## src/rtl/la_pkg.sv

```systemverilog
// la_pkg: capture state encodings shared with the host register bank
package la_pkg;

   typedef enum logic [2:0] {
      IDLE             = 3'd0,
      MOVE_TO_POSITION = 3'd1,
      IN_POSITION      = 3'd2,
      CAPTURING        = 3'd3,
      CAPTURED         = 3'd4
   } state_t;

   localparam logic [2:0] ST_IDLE             = 3'd0;
   localparam logic [2:0] ST_MOVE_TO_POSITION = 3'd1;
   localparam logic [2:0] ST_IN_POSITION      = 3'd2;
   localparam logic [2:0] ST_CAPTURING        = 3'd3;
   localparam logic [2:0] ST_CAPTURED         = 3'd4;

endpackage

```

## src/rtl/la_capture_controller.sv

```systemverilog
// la_capture_controller: arms, fills the pre-trigger window, captures and freezes the sample ring buffer
module la_capture_controller
   import la_pkg::*;
#(
   parameter int SAMPLE_DEPTH = 4096,
   parameter int ADDR_W       = $clog2(SAMPLE_DEPTH)
) (
   input  logic              clk,
   input  logic              rst,
   input  logic              request_start,
   input  logic              request_stop,
   input  logic [ADDR_W-1:0] trigger_loc,
   input  logic              trigger,
   output logic [2:0]        state,
   output logic [ADDR_W-1:0] write_pointer,
   output logic [ADDR_W-1:0] read_pointer,
   output logic [ADDR_W-1:0] bram_addr,
   output logic              bram_we
);

   state_t            state_q, state_d;
   logic [ADDR_W-1:0] trig_loc_q;
   logic              arm, fire, active;

   assign state     = state_q;
   assign bram_addr = write_pointer;
   assign active    = (state_q == MOVE_TO_POSITION) || (state_q == IN_POSITION) || (state_q == CAPTURING);
   // a stop cycle writes nothing so the pointers stay exactly where the abort found them
   assign bram_we   = active && !request_stop;

   // next-state logic; arm latches a new capture, fire records the trigger position
   always_comb begin
      state_d = state_q;
      arm     = 1'b0;
      fire    = 1'b0;
      case (state_q)
         IDLE, CAPTURED: begin
            if (request_start) begin
               arm     = 1'b1;
               state_d = (trigger_loc == '0) ? IN_POSITION : MOVE_TO_POSITION;
            end
         end
         MOVE_TO_POSITION: state_d = (write_pointer == trig_loc_q - ADDR_W'(1)) ? IN_POSITION : MOVE_TO_POSITION;
         IN_POSITION: begin
            if (trigger) begin
               fire    = 1'b1;
               state_d = (trig_loc_q == ADDR_W'(SAMPLE_DEPTH - 1)) ? CAPTURED : CAPTURING;
            end
         end
         CAPTURING: state_d = (write_pointer == read_pointer - ADDR_W'(1)) ? CAPTURED : CAPTURING;
         default: state_d = IDLE;
      endcase
      if (request_stop) begin
         state_d = IDLE;
         arm     = 1'b0;
         fire    = 1'b0;
      end
   end

   // state and pointer registers; the write pointer wraps by natural overflow
   always_ff @(posedge clk) begin
      if (rst) begin
         state_q       <= IDLE;
         write_pointer <= '0;
         read_pointer  <= '0;
         trig_loc_q    <= '0;
      end else begin
         state_q <= state_d;
         if (arm) begin
            write_pointer <= '0;
            read_pointer  <= '0;
            trig_loc_q    <= trigger_loc;
         end else if (bram_we) begin
            write_pointer <= write_pointer + ADDR_W'(1);
         end
         if (fire) read_pointer <= write_pointer - trig_loc_q;
      end
   end

endmodule

```

## config.mk

```make
export PLATFORM = sky130hd
export DESIGN_NAME = la_capture_controller
export DESIGN_NICKNAME = d
export VERILOG_FILES = /design/src/rtl/la_pkg.sv /design/src/rtl/la_capture_controller.sv
export SDC_FILE = /design/constraint.sdc
export NUM_CORES = 1
export LEC_CHECK = 0
export ABC_CLOCK_PERIOD_IN_PS = 6350
export CAP_MARGIN = 10
export CORE_MARGIN = 2
export CORE_UTILIZATION = 26
export CTS_CLUSTER_DIAMETER = 120
export DETAILED_ROUTE_END_ITERATION = 6
export GPL_ROUTABILITY_DRIVEN = 1
export PLACE_DENSITY_LB_ADDON = 0.2
export SLEW_MARGIN = 30
export SYNTH_ARGS = -nofsm -noshare
export SYNTH_HDL_FRONTEND = slang
export SYNTH_SLANG_ARGS = --single-unit
export TNS_END_PERCENT = 100
```

## constraint.sdc

```tcl
create_clock -name clk -period 6.35 [get_ports clk]
set_input_delay 0.9525 -clock clk [delete_from_list [all_inputs] [get_ports clk]]
set_output_delay 0.9525 -clock clk [all_outputs]
set_load 0.01 [all_outputs]
```

==> results of run 1 <==
## report_power, final
group          total [W]  internal [W]  switching (W)
Sequential      0.000257      0.000249     0.00000836
Combinational  0.0000920     0.0000435      0.0000485
Clock           0.000241      0.000145      0.0000962
Total           0.000591      0.000438       0.000153
## cell usage in the layout, fill, tap and decap left out, types with 6 or more instances in the layout
cell / Yosys / final
a21oi_1: 36 / 36
a31oi_1: 9 / 9
and3_1: 7 / 7
clkdlybuf4s50_1: 0 / 56
dfxtp_1: 39 / 39
ha_1: 15 / 15
inv_1: 20 / 20
nand2_1: 48 / 48
nand3_1: 16 / 16
nand4_1: 7 / 7
nor2_1: 24 / 24
nor3_1: 14 / 14
nor4_1: 6 / 6
o21ai_0: 6 / 6
or3_1: 8 / 8
xnor2_1: 25 / 25
xor2_1: 16 / 16
## registers in the layout, summed over array words and instances, names as in the netlist
register,cells
state,3
trig_loc_q,12
read_pointer,12
bram_addr,12
## worst max-delay path: stages
cell and delay, ns:
clkdlybuf4s50_1 0.48, nor3_1 0.70, clkdlybuf4s50_1 0.68
## cell families (layout without fill, tap and decap cells)
logic type	after synthesis	count (layout)	synth area share, %
AOI/OAI and AO/OA	81	81	17.5
xor gates and xnor gates	41	41	12.2
adders and majority gates	16	16	7.05
buffers and inverters	55	87	8.58
DFF	39	39	26.5
muxes	1	1	0.340
and+or+nand+nor	159	159	27.8
## worst paths after layout
path                          to             from  slack, ns
setup / recovery         bram_we     request_stop       2.59
hold / removal    trig_loc_q[11]   trig_loc_q[11]       0.52
setup reg to reg        state[1]  read_pointer[0]       3.69
hold reg to reg   trig_loc_q[11]   trig_loc_q[11]       0.52
## per-stage QoR
stage	hold WS [ns]	utilization, %	cell area [um^2]	setup WS, ns	instances
floorplan	0.461	-	2950	3.78	392
CTS	0.522	33.5	3660	2.56	564
global route	0.546	33.5	3660	2.49	564
detailed placement	0.513	32.2	3520	2.56	556
finish	0.523	33.5	3660	2.59	564
global placement	0.509	32.2	3520	2.64	556
## routing by layer
| metal | GRT usage [%] | vias up |
|---|---|---|
| met1 | 17.6 | 1290 |
| met5 | 0 | - |
| met4 | 2.83 | 0 |
| met2 | 22.3 | 60 |
| li1 | - | 1440 |
| met3 | 2.09 | 5 |
## cell type report
type | instances | share of cell area, %
clock buffer | 7 | 3.62
clock inverter | 1 | 0.137
inverter | 21 | 2.15
multi-input combinational | 298 | 52.2
sequential | 39 | 21.3
tap | 140 | 4.79
timing repair buffer | 58 | 15.7
==> summary.txt, run 1 <==
Synthesis
  • Syn Nets: 425
  • Ys async rst share: 0%
  • Post-synth EDFFs: 0
  • Sequential fraction of the synthesis area: 26.5%
  • Post-synth top area share: 26.5%
  • Number of synthesized register bits: 39
  • Post-synth top area cell: dfxtp_1
  • Yosys warns: 0
  • Post-synth top cells: 48 x nand2_1, 39 x dfxtp_1, 36 x a21oi_1, 25 x xnor2_1, 24 x nor2_1
  • Most common cell in the netlist: nand2_1
  • Most used DFF post-synth: dfxtp_1
  • Syn Inst Count: 392
  • Avg Cell Area, Syn: 7.51 um^2
  • Post-Syn Area: 2950 um^2
  • Top cells by area, synth: dfxtp_1 27%, xnor2_1 7.4%, ha_1 6.4%, a21oi_1 6.1%, nand2_1 6.1%
  • Synth unique cells: 50

Clock tree
  • CTS Root Cell: clkbuf_16
  • # resized after CTS: 0
  • CTS max path bufs: 2
  • CTS buffer count: 5
  • Post-CTS Hold Buffers: 0
  • CTS tree: built
  • Clk Latency, worst-skew pair: 0.28 ns
  • Number of clock sinks: 39
  • Htree depth: 2
  • Post-CTS Setup Inserts: 0
  • CTS clk-pin slew, worst paths: 0.06 ns

Timing
  • Worst Skew: 0.00553 ns
  • Fin crit period: 3.76 ns
  • Slew of the pin with the lowest slew margin: 0.889 ns
  • Setup tns final: 0 ns
  • Fmax: 266 MHz
  • Final Max Tran Viols: 0
  • Unrepaired setup endpoints after global routing: no
  • Slew HR: 40.7%
  • Final Hold Fails: 0
  • Fin crit share: 59.2%
  • Final setup violation count: 0

Floorplanning
  • Chip Height: 110 um
  • Initial Utilization: 26.9%
  • Die area: 12200 um^2
  • Die Wd: 110 um
  • Row cnt: 38
  • Core Region: 10900 um^2
  • Number of I/O pins: 57

Final layout
  • N_diodes: 0
  • Multi-input gate area: 1910 um^2
  • Layout Area Growth over Synthesis: 24.3%
  • NumNets Final: 456
  • Fill cells: 1195
  • Proportion of layout cells with a drive suffix above 1: 3.54%
  • Register Area: 781 um^2

Setup path
  • Reg2Reg Depth: 7
  • Startpoint types: primary input
  • Crit-path max FO: 7
  • Critical path class: in -> out
  • Critical Path End Type: output port
  • Required @ worst endpoint: 5.40 ns
  • Worst EP arrival: 2.81 ns

Route
  • Met2 WL: 3.73 mm
  • WL met1: 3.88 mm
  • Vias per inst: 4.96
  • Initial drt markers: 95
  • WL met3: 309 um
  • WL/cell: 14.1 um
  • First-pass iteration count of the detailed router: 4
  • DRT antenna net count: 0
  • DRT Wirelength: 7.98 mm
  • DRC: 0
  • Max layer used: met4
  • DR vias: 2795

Global route
  • First-pass GRT wire length: 13.3 mm
  • Total congestion overflow: 0
  • Initial antenna violation count: 0
  • Vias in the first global route: 2663
  • Gr usage total: 13.1%
  • Largest net degree at the start of global routing: 29

Pwr
  • P per Cell Area: 161 nW/um^2
  • Power Total: 0.000591 W
  • Maximum vdd ir drop: 0.0897 mV
  • Leak: 1.26 nW

Hold path
  • Hold Path Stages: 2
  • Hold WC Path Type: reg -> reg

Status
  • Status: finished, final reports clean

Place
  • RePlAce Congestion: 0.752
  • Port buffer count: 56
  • DP Wirelength: 6.19 mm

Flow run
  • Max cap viols: 0
No activity file was read; power rests on OpenSTA's default activity.
==> run 2, diff against run 1 <==
ABC_CLOCK_PERIOD_IN_PS = 3400   (was 6350)
clock period = 3.4 ns   (was 6.35 ns; I/O delays follow)
==> summary.txt, run 2 (same netlist as run 1, synthesis figures left out) <==
Setup path
  • Required @ worst endpoint: 3.56 ns (-1.84 ns)
  • R2r setup slk: 0.81 ns (-2.88 ns)
  • R2R Path End: state[1]
  • Critical Path End Type: register
  • Slowest cell on the critical path: or4_1
  • Cell mode on critical path: o2111ai_1
  • Reg2Reg Depth: 7 (unchanged)
  • Crit-path max FO: 6 (-1)
  • Worst EP arrival: 2.75 ns (-0.06 ns)
  • Crit path cell chain: or4_1 > o21a_1 > nor4_2 > o2111ai_1 > o41a_1 > o2111ai_1 > o31ai_1
  • Worst Path Buf+Inv: 0 (-2)
  • CP peak stage delay: 0.65 ns (-0.05 ns)
  • Reg2reg start: read_pointer[0]
  • Startpoint types: register
  • Critical path class: reg -> reg
  • CP delay by family, top: compound AO/OA/AOI/OAI gates

Clock tree
  • Htree depth: 2 (unchanged)
  • Post-CTS Setup Inserts: 0 (unchanged)
  • CTS max path bufs: 2 (unchanged)
  • CTS Root Cell: clkbuf_16
  • Post-CTS Hold Buffers: 0 (unchanged)
  • Number of clock sinks: 39 (unchanged)
  • # resized after CTS: 0 (unchanged)
  • Clk Latency, worst-skew pair: 0.28 ns (about the same)
  • CTS clk-pin slew, worst paths: 0.06 ns (about the same)
  • CTS tree: built
  • CTS buffer count: 5 (unchanged)

Final layout
  • Post-Route Utilization: 33.6% (+0.14 points)
  • N_diodes: 0 (unchanged)
  • Commonest non-fill, non-tap cell in the layout: clkdlybuf4s50_1
  • NumNets Final: 458 (+0.44%)
  • Most frequent cells in the layout: 56 x clkdlybuf4s50_1, 48 x nand2_1, 39 x dfxtp_1
  • Finished Layout Cells: 566 (+0.35%)
  • Layout Area Growth over Synthesis: 24.8%
  • Proportion of layout cells with a drive suffix above 1: 3.99% (+0.45 points)

Pwr
  • Maximum vdd ir drop: 0.174 mV (+94%)
  • Power Total: 0.00111 W (+88%)
  • P per Cell Area: 302 nW/um^2 (+87%)
  • Leak: 1.27 nW (+0.78%)

Timing
  • Final setup violation count: 0 (unchanged)
  • Fmax: 386 MHz
  • Slew HR: 53.0% (+12 points)
  • Final Hold Fails: 0 (unchanged)
  • Fin crit period: 2.59 ns
  • Final Max Tran Viols: 0 (unchanged)
  • Slew of the pin with the lowest slew margin: 0.702 ns (-0.187 ns)
  • Setup tns final: 0 ns (unchanged)
  • Unrepaired setup endpoints after global routing: no
  • Worst Skew: 0.00423 ns (-0.00130 ns)
  • Fin crit share: 76.2%
  • Final WS setup: 0.808 ns (-1.78 ns)

Place
  • Dpl cells: 558 (+0.36%)
  • DP Wirelength: 6.22 mm (+0.52%)
  • RePlAce Congestion: 0.832 (+11%)
  • Port buffer count: 56 (unchanged)
  • Dpl ws: 0.798 ns (-1.77 ns)

Route
  • DRT antenna net count: 0 (unchanged)
  • First-pass iteration count of the detailed router: 4 (unchanged)
  • Vias per inst: 4.92 (-0.75%)
  • DRT Wirelength: 8.05 mm (+0.87%)
  • WL/cell: 14.2 um (+0.51%)
  • DRC: 0 (unchanged)
  • Initial drt markers: 51 (-46%)
  • DR vias: 2784 (-0.39%)

Floorplanning
  • Die Wd: 110 um (unchanged)
  • Initial Utilization: 26.9% (unchanged)
  • Die area: 12200 um^2 (unchanged)
  • Chip Height: 110 um (unchanged)
  • Number of I/O pins: 57 (unchanged)
  • Core Region: 10900 um^2 (unchanged)
  • Row cnt: 38 (unchanged)

Global route
  • Gr usage total: 12.9% (-0.23 points)
  • Total congestion overflow: 0 (unchanged)
  • Vias in the first global route: 2491 (-6.5%)
  • First-pass GRT wire length: 12.9 mm (-2.8%)
  • Initial antenna violation count: 0 (unchanged)
  • Largest net degree at the start of global routing: 29 (unchanged)

Flow run
  • Max cap viols: 0 (unchanged)

Hold path
  • Hold Path Stages: 2 (unchanged)
  • Hold Crit Endpoint: trig_loc_q[1]
  • Min-delay src: trig_loc_q[1]
  • Hold WC Path Type: reg -> reg

Status
  • Status: finished, final reports clean
run 2: how the worst max path moves through the flow:
stage | startpoint | to | slack, ns | cells after the start
after floorplan | read_pointer[0] | state[1] | 0.99 | 8
after global placement | read_pointer[0] | state[1] | 0.86 | 7
after detailed placement | read_pointer[0] | state[1] | 0.80 | 9
after CTS | read_pointer[0] | state[1] | 0.80 | 9
after global routing | read_pointer[0] | state[1] | 0.60 | 7
final | read_pointer[0] | state[1] | 0.81 | 7
run 2: where the power goes:
part	total [W]	switching (W)	internal (W)
combinational	0.000173	0.0000899	0.0000827
clock	0.000458	0.000187	0.000271
sequential	0.000480	0.0000150	0.000465
run 2: per-stage QoR:
stage | hold WS [ns] | instance area [um^2]
global route | 0.538 | 3670
CTS | 0.520 | 3670
detailed placement | 0.512 | 3540
floorplan | 0.461 | 2950
global placement | 0.505 | 3540
finish | 0.524 | 3670
run 2: worst reg2reg max path: cells and delay by family, from the launching register on:
| family | cells | cell delay, ns |
|---|---|---|
| AOI/OAI and AO/OA | 5 | 1.21 |
| DFF | 1 | 0.36 |
| and+or+nand+nor | 2 | 0.90 |
run 2: cell type report:
type                       count  area [um^2]
multi-input combinational    298         1910
tap                          140          175
sequential                    39          781
timing repair buffer          60          591
clock buffer                   7          133
clock inverter                 1         5.00
fill                        1178         7260
inverter                      21         78.8
run 2: routing by layer:
metal / wire length (um) / vias to the layer above / share of wire [%] / GRT usage [%]
met2: 3610 / 53 / 45 / 20.6
met1: 4060 / 1274 / 50 / 18.3
met4: 79 / 0 / 0.98 / 3.00
met3: 294 / 7 / 3.7 / 2.03
li1: - / 1450 / - / -
met5: 0 / - / 0 / 0
